$ cat src/rtl/multiplicador_seq_param_if.sv
// ---------------------------------------------------------------------------
// multiplicador_seq_param_if
//   Operation bus of the sequential multiplier. Groups the start request,
//   mode and operands (master -> multiplier) with the status and result
//   (multiplier -> master). Clock and reset are not part of the bundle.
//
//   St            start request, sampled only while the multiplier is idle
//   Signed_mode   1 = two's-complement operands, 0 = unsigned
//   Multiplicando operand A, W bits
//   Multiplicador operand B, W bits
//   Idle          multiplier is waiting for St
//   Done          one-cycle pulse, Produto is new in this cycle
//   Produto       last completed product, 2W bits, held between completions
// ---------------------------------------------------------------------------
interface multiplicador_seq_param_if #(
  parameter int unsigned W = 16
);
  logic             St;
  logic             Signed_mode;
  logic [W-1:0]     Multiplicando;
  logic [W-1:0]     Multiplicador;
  logic             Idle;
  logic             Done;
  logic [2*W-1:0]   Produto;

  modport master (
    output St,
    output Signed_mode,
    output Multiplicando,
    output Multiplicador,
    input  Idle,
    input  Done,
    input  Produto
  );

  modport slave (
    input  St,
    input  Signed_mode,
    input  Multiplicando,
    input  Multiplicador,
    output Idle,
    output Done,
    output Produto
  );
endinterface

$ cat src/rtl/multiplicador_seq_param.sv
// ---------------------------------------------------------------------------
// multiplicador_seq_param
//   Parametrised shift-add multiplier for the MULT/MULTU path. Operands and
//   mode are captured on the start edge; W iterations of shift-add on the
//   magnitudes follow, then one fix-up edge applies the sign and writes the
//   held product register. Capture to Idle takes W+2 cycles.
//
//   Clk    clock, rising edge
//   Reset  asynchronous reset, active-high; aborts any running operation
//   bus    slave side of multiplicador_seq_param_if (St, Signed_mode,
//          Multiplicando, Multiplicador in; Idle, Done, Produto out)
//   W      operand width, 2..32; product is 2W bits
// ---------------------------------------------------------------------------
module multiplicador_seq_param #(
  parameter int unsigned W = 16
) (
  input  logic                      Clk,
  input  logic                      Reset,
  multiplicador_seq_param_if.slave  bus
);

  localparam int unsigned CW = (W > 1) ? $clog2(W) : 1;

  typedef enum logic [1:0] {
    S_IDLE,
    S_CALC,
    S_FIX,
    S_DONE
  } state_t;

  state_t          state;
  logic [CW-1:0]   cnt;
  logic [2*W:0]    acc;       // 2W+1 bits: keeps the carry of the upper-half add
  logic [W-1:0]    mcand;
  logic [W-1:0]    mplier;
  logic            sign;
  logic [2*W-1:0]  produto_q;
  logic            idle_q;
  logic            done_q;

  logic [W-1:0]    a_in;
  logic [W-1:0]    b_in;
  logic [W-1:0]    a_mag;
  logic [W-1:0]    b_mag;
  logic            sign_in;
  logic [2*W:0]    partial;

  assign a_in = bus.Multiplicando;
  assign b_in = bus.Multiplicador;

  // Magnitudes of the incoming operands. Negating -2^(W-1) in W bits yields
  // 2^(W-1), which is the correct unsigned magnitude, so no special case.
  always_comb begin
    a_mag   = a_in;
    b_mag   = b_in;
    sign_in = 1'b0;
    if (bus.Signed_mode) begin
      if (a_in[W-1]) a_mag = -a_in;
      if (b_in[W-1]) b_mag = -b_in;
      sign_in = a_in[W-1] ^ b_in[W-1];
    end
  end

  // One iteration's conditional add of the multiplicand into the upper half.
  // The upper half is below 2^W before the add, so the sum fits in W+1 bits.
  always_comb begin
    partial = acc;
    if (mplier[0]) begin
      partial = acc + {1'b0, mcand, {W{1'b0}}};
    end
  end

  always_ff @(posedge Clk or posedge Reset) begin
    if (Reset) begin
      state     <= S_IDLE;
      cnt       <= '0;
      acc       <= '0;
      mcand     <= '0;
      mplier    <= '0;
      sign      <= 1'b0;
      produto_q <= '0;
      idle_q    <= 1'b1;
      done_q    <= 1'b0;
    end else begin
      case (state)
        S_IDLE: begin
          if (bus.St) begin
            mcand  <= a_mag;
            mplier <= b_mag;
            sign   <= sign_in;
            acc    <= '0;
            cnt    <= '0;
            state  <= S_CALC;
            idle_q <= 1'b0;
          end
        end

        S_CALC: begin
          acc    <= partial >> 1;
          mplier <= mplier >> 1;
          if (cnt == CW'(W - 1)) begin
            state <= S_FIX;
          end else begin
            cnt <= cnt + 1'b1;
          end
        end

        S_FIX: begin
          if (sign) begin
            produto_q <= -acc[2*W-1:0];
          end else begin
            produto_q <= acc[2*W-1:0];
          end
          state  <= S_DONE;
          done_q <= 1'b1;
        end

        S_DONE: begin
          state  <= S_IDLE;
          done_q <= 1'b0;
          idle_q <= 1'b1;
        end

        default: begin
          state  <= S_IDLE;
          done_q <= 1'b0;
          idle_q <= 1'b1;
        end
      endcase
    end
  end

  assign bus.Idle    = idle_q;
  assign bus.Done    = done_q;
  assign bus.Produto = produto_q;

endmodule

$ cat src/flat_wrapper.sv
// flat-port wrapper written by rule: the top's interface ports become plain ports
module multiplicador_seq_param_flat 
#(
  parameter int unsigned W = 16
)
  (Clk, Reset, bus_St, bus_Signed_mode, bus_Multiplicando, bus_Multiplicador, bus_Idle, bus_Done, bus_Produto);
  multiplicador_seq_param_if #(.W(W)) bus_i ();
  input  logic Clk;
  input  logic Reset;
  input wire logic [$bits(bus_i.St)-1:0] bus_St;
  input wire logic [$bits(bus_i.Signed_mode)-1:0] bus_Signed_mode;
  input wire logic [$bits(bus_i.Multiplicando)-1:0] bus_Multiplicando;
  input wire logic [$bits(bus_i.Multiplicador)-1:0] bus_Multiplicador;
  output wire logic [$bits(bus_i.Idle)-1:0] bus_Idle;
  output wire logic [$bits(bus_i.Done)-1:0] bus_Done;
  output wire logic [$bits(bus_i.Produto)-1:0] bus_Produto;
  assign bus_i.St = bus_St;
  assign bus_i.Signed_mode = bus_Signed_mode;
  assign bus_i.Multiplicando = bus_Multiplicando;
  assign bus_i.Multiplicador = bus_Multiplicador;
  assign bus_Idle = bus_i.Idle;
  assign bus_Done = bus_i.Done;
  assign bus_Produto = bus_i.Produto;
  multiplicador_seq_param #(.W(W)) u_core (.Clk(Clk), .Reset(Reset), .bus(bus_i));
endmodule
$ cat config.mk
export PLATFORM = sky130hd
export DESIGN_NAME = multiplicador_seq_param_flat
export DESIGN_NICKNAME = d
export VERILOG_FILES = /design/src/rtl/multiplicador_seq_param_if.sv /design/src/rtl/multiplicador_seq_param.sv /design/src/flat_wrapper.sv
export SDC_FILE = /design/constraint.sdc
export NUM_CORES = 1
export LEC_CHECK = 0
export ABC_AREA = 1
export CORE_MARGIN = 4
export CORE_UTILIZATION = 52
export CTS_CLUSTER_DIAMETER = 150
export DETAILED_ROUTE_END_ITERATION = 12
export HOLD_SLACK_MARGIN = 0.05
export PLACE_DENSITY_LB_ADDON = 0.12
export SLEW_MARGIN = 30
export SYNTH_ARGS = -nofsm -noshare
export SYNTH_HDL_FRONTEND = slang
export SYNTH_SLANG_ARGS = --single-unit
$ cat constraint.sdc
create_clock -name Clk -period 3.45 [get_ports Clk]
set_input_delay 0.345 -clock Clk [delete_from_list [all_inputs] [get_ports Clk]]
set_output_delay 0.345 -clock Clk [all_outputs]
set_load 0.05 [all_outputs]
==> flow_summary.json <==
{
  "layout_common_cells": "314 x nand2_1, 120 x inv_1, 104 x dfrtp_1, 98 x nor2_1, 73 x nand3_1",
  "status": "finished clean",
  "netlist_instances": 992,
  "finalSetupViolCount": 0,
  "max_freq_mhz": 432,
  "drt-wirelength-per-cell_um": 12.7,
  "ctsResizeCount": 0,
  "drive_above_1_share_pct": 4.18,
  "fp.coreArea_mm2": 0.0128,
  "rsz0062_at_grt": "false",
  "fin_area_mm2": 0.00797,
  "die_area_mm2": 0.0151,
  "vias": 6316,
  "min_period_ps": 2320,
  "hpwl_mm": 11.5,
  "io-pin-count": 70,
  "cts_tree": "yes",
  "path_class": "flip-flop to flip-flop",
  "leakage_nw": 4.09,
  "diodes": 0,
  "grt_pass1_vias": 5732,
  "avgViaCountPerCell": 5.16,
  "ys_warn_count": 0,
  "start_kind": "flip-flop",
  "critPathMaxStageDelay_ps": 450,
  "pwr-share-seq_pct": 28.2,
  "cts_hold_buf": 0,
  "cp.required_ps": 3720,
  "dpl-instance-area_mm2": 0.00768,
  "final_nets": 1108,
  "routabilityCongestion": 0.934,
  "gr-total-overflow": 0,
  "fin_skew_ps": 6.67,
  "worst_setup_path_end_kind": "flip-flop",
  "path_clk_slew_ps": 70,
  "cts_buffers": 9,
  "drt_wl_total_mm": 15.6,
  "clkPwrFrac_pct": 13.5,
  "die_x_um": 123,
  "area_growth_syn_to_layout_pct": 16.1,
  "rows": 41,
  "critical_path.top_delay_family": "buffers and inverters",
  "slew_violations": 0,
  "maxCapViolCount": 0,
  "clk_latency_ps": 340,
  "clockBufferDepth": 2,
  "synth_cell_types": 43,
  "track_usage_pct": 21.7,
  "yosysSeqAreaShare_pct": 38.3,
  "tightest_slew_ps": 591,
  "antenna_left": 0,
  "netlist_area_mm2": 0.00686,
  "p_comb_share_pct": 58.4,
  "grt_max_degree": 59,
  "min_period_over_period_pct": 67.1,
  "cts_num_sinks": 105,
  "critPathArrivalTime_ps": 2590,
  "slew_headroom_pct": 60.5,
  "finalHoldViolCount": 0,
  "syn_area_per_cell_um2": 6.92,
  "path_buf_inv": 3,
  "fill_cells": 1197,
  "power_density_mw_per_mm2": 937,
  "vdd_drop_max_mv": 0.351,
  "die_h_um": 123,
  "switchingPower_mw": 3.77,
  "antenna_found_initial": 0,
  "p_int_mw": 3.69,
  "htreeDepth": 3,
  "clock-root-buffer": "clkbuf_16",
  "grt_pass1_wl_mm": 26.5,
  "start_util_pct": 53.7,
  "portBuffers": 69,
  "drc": 0,
  "drt_pass1_iterations": 5,
  "min_path_type": "input port to asynchronous set/reset pin",
  "synth.ff_latch_count": 105,
  "crit_chain": "inv_1 > ha_1 > inv_2 > o21ai_2 > buf_4 > o21ai_0 > o21ai_1",
  "crit_fanout": 38,
  "slowest_stage": "ha_1",
  "final_common_cell": "nand2_1",
  "switching_share_pct": 50.5,
  "postCtsSetupBuffers": 0,
  "setup_tns_ps": 0,
  "synthesis.nets": 1053,
  "drtIter0Drc": 435
}
-- synthesized netlist by cell type, drive strengths merged --
cell / n / area, um^2
nand4: 11 / 68.8
or2: 3 / 18.8
o22ai: 20 / 125
o21bai: 1 / 7.51
a32o: 1 / 10.0
o31ai: 7 / 52.6
nor3: 7 / 45.0
nand3: 76 / 403
nor2: 102 / 403
clkbuf: 13 / 58.8
a21oi: 42 / 210
and2: 1 / 6.26
xor2: 25 / 219
o21ai: 74 / 393
clkinv: 5 / 18.8
o211ai: 6 / 45.0
dfrtp: 104 / 2600
inv: 124 / 465
fa: 1 / 20.0
ha: 24 / 300
a31oi: 1 / 6.26
buf: 16 / 81.3
nand2: 319 / 1210
xnor2: 3 / 26.3
nand3b: 3 / 22.5
a22o: 1 / 8.76
a21o: 1 / 7.51
dfstp: 1 / 26.3
-- per-stage QoR --
| stage | hold WS [ps] | setup slack [ps] | utilization, % | power [mW] | cells |
|---|---|---|---|---|---|
| 2_1_floorplan | 444 | 346 | - | 5.39 | 992 |
| 3_3_place_gp | 459 | 1180 | 60.1 | 6.40 | 1208 |
| 3_5_place_dp | 469 | 1130 | 60.1 | 6.45 | 1208 |
| 4_1_cts | 457 | 1130 | 62.4 | 7.48 | 1224 |
| 5_1_grt | 492 | 883 | 62.4 | 8.15 | 1224 |
| 6_report | 429 | 1130 | 62.4 | 7.47 | 1224 |
-- state kept, by name (all words and copies together), names as in the netlist --
name,count
u_core.acc,32
u_core.bus.Idle,1
u_core.sign,1
u_core.state,2
u_core.cnt,4
u_core.mcand,16
u_core.bus.Produto,32
u_core.bus.Done,1
u_core.mplier,16
-- path summary, 6_finish.rpt --
| check | startpoint | cells past startpoint | slack, ps | to |
|---|---|---|---|---|
| max reg2reg | u_core.state[1]$_DFFE_PP0P_ | 7 | 1130 | u_core.mplier[12]$_DFFE_PP0P_ |
| min | Reset | 2 | 430 | u_core.bus.Produto[13]$_DFFE_PP0P_ |
| max | u_core.state[1]$_DFFE_PP0P_ | 7 | 1130 | u_core.mplier[12]$_DFFE_PP0P_ |
| max in group asynchronous | Reset | 3 | 2270 | u_core.bus.Idle$_DFFE_PP1P_ |
| min reg2reg | u_core.bus.Produto[10]$_DFFE_PP0P_ | 2 | 480 | u_core.bus.Produto[10]$_DFFE_PP0P_ |
| min in group Clk | u_core.bus.Produto[10]$_DFFE_PP0P_ | 2 | 480 | u_core.bus.Produto[10]$_DFFE_PP0P_ |
-- final cells by class --
cell class / instances / area [um^2] / area share (%)
Clock inverter: 3 / 22.5 / 0.283
Multi-Input combinational cell: 729 / 3610 / 45.3
Sequential cell: 105 / 2630 / 33.0
Tap cell: 172 / 215 / 2.70
Inverter: 129 / 488 / 6.12
Timing Repair Buffer: 73 / 733 / 9.20
Clock buffer: 13 / 270 / 3.39
-- cell families after synthesis --
logic type	Yosys count	synth area share (%)
AO/OA/AOI/OAI	154	12.6
XOR/XNOR	28	3.57
adder cells (fa/ha/maj)	25	4.67
buffers and inverters	158	9.10
flip-flops	105	38.3
AND/OR/NAND/NOR	522	31.8
-- power by group through the flow --
stage | registers (mW) | clock network [mW] | logic, mW
after floorplan | 2.49 | 0 | 2.90
after global placement | 2.10 | 0 | 4.30
after detailed placement | 2.11 | 0 | 4.34
after CTS | 2.09 | 1.02 | 4.37
after global routing | 2.16 | 1.07 | 4.91
final | 2.10 | 1.01 | 4.36
-- metal layers --
layer	part of all wire (%)	routed length [um]	track usage (%)
met4	1.6	242	7.00
met2	45	7070	35.9
met3	4.4	694	2.10
met1	49	7590	30.1
met5	0	0	0
Power figures use the tool's default switching activity.
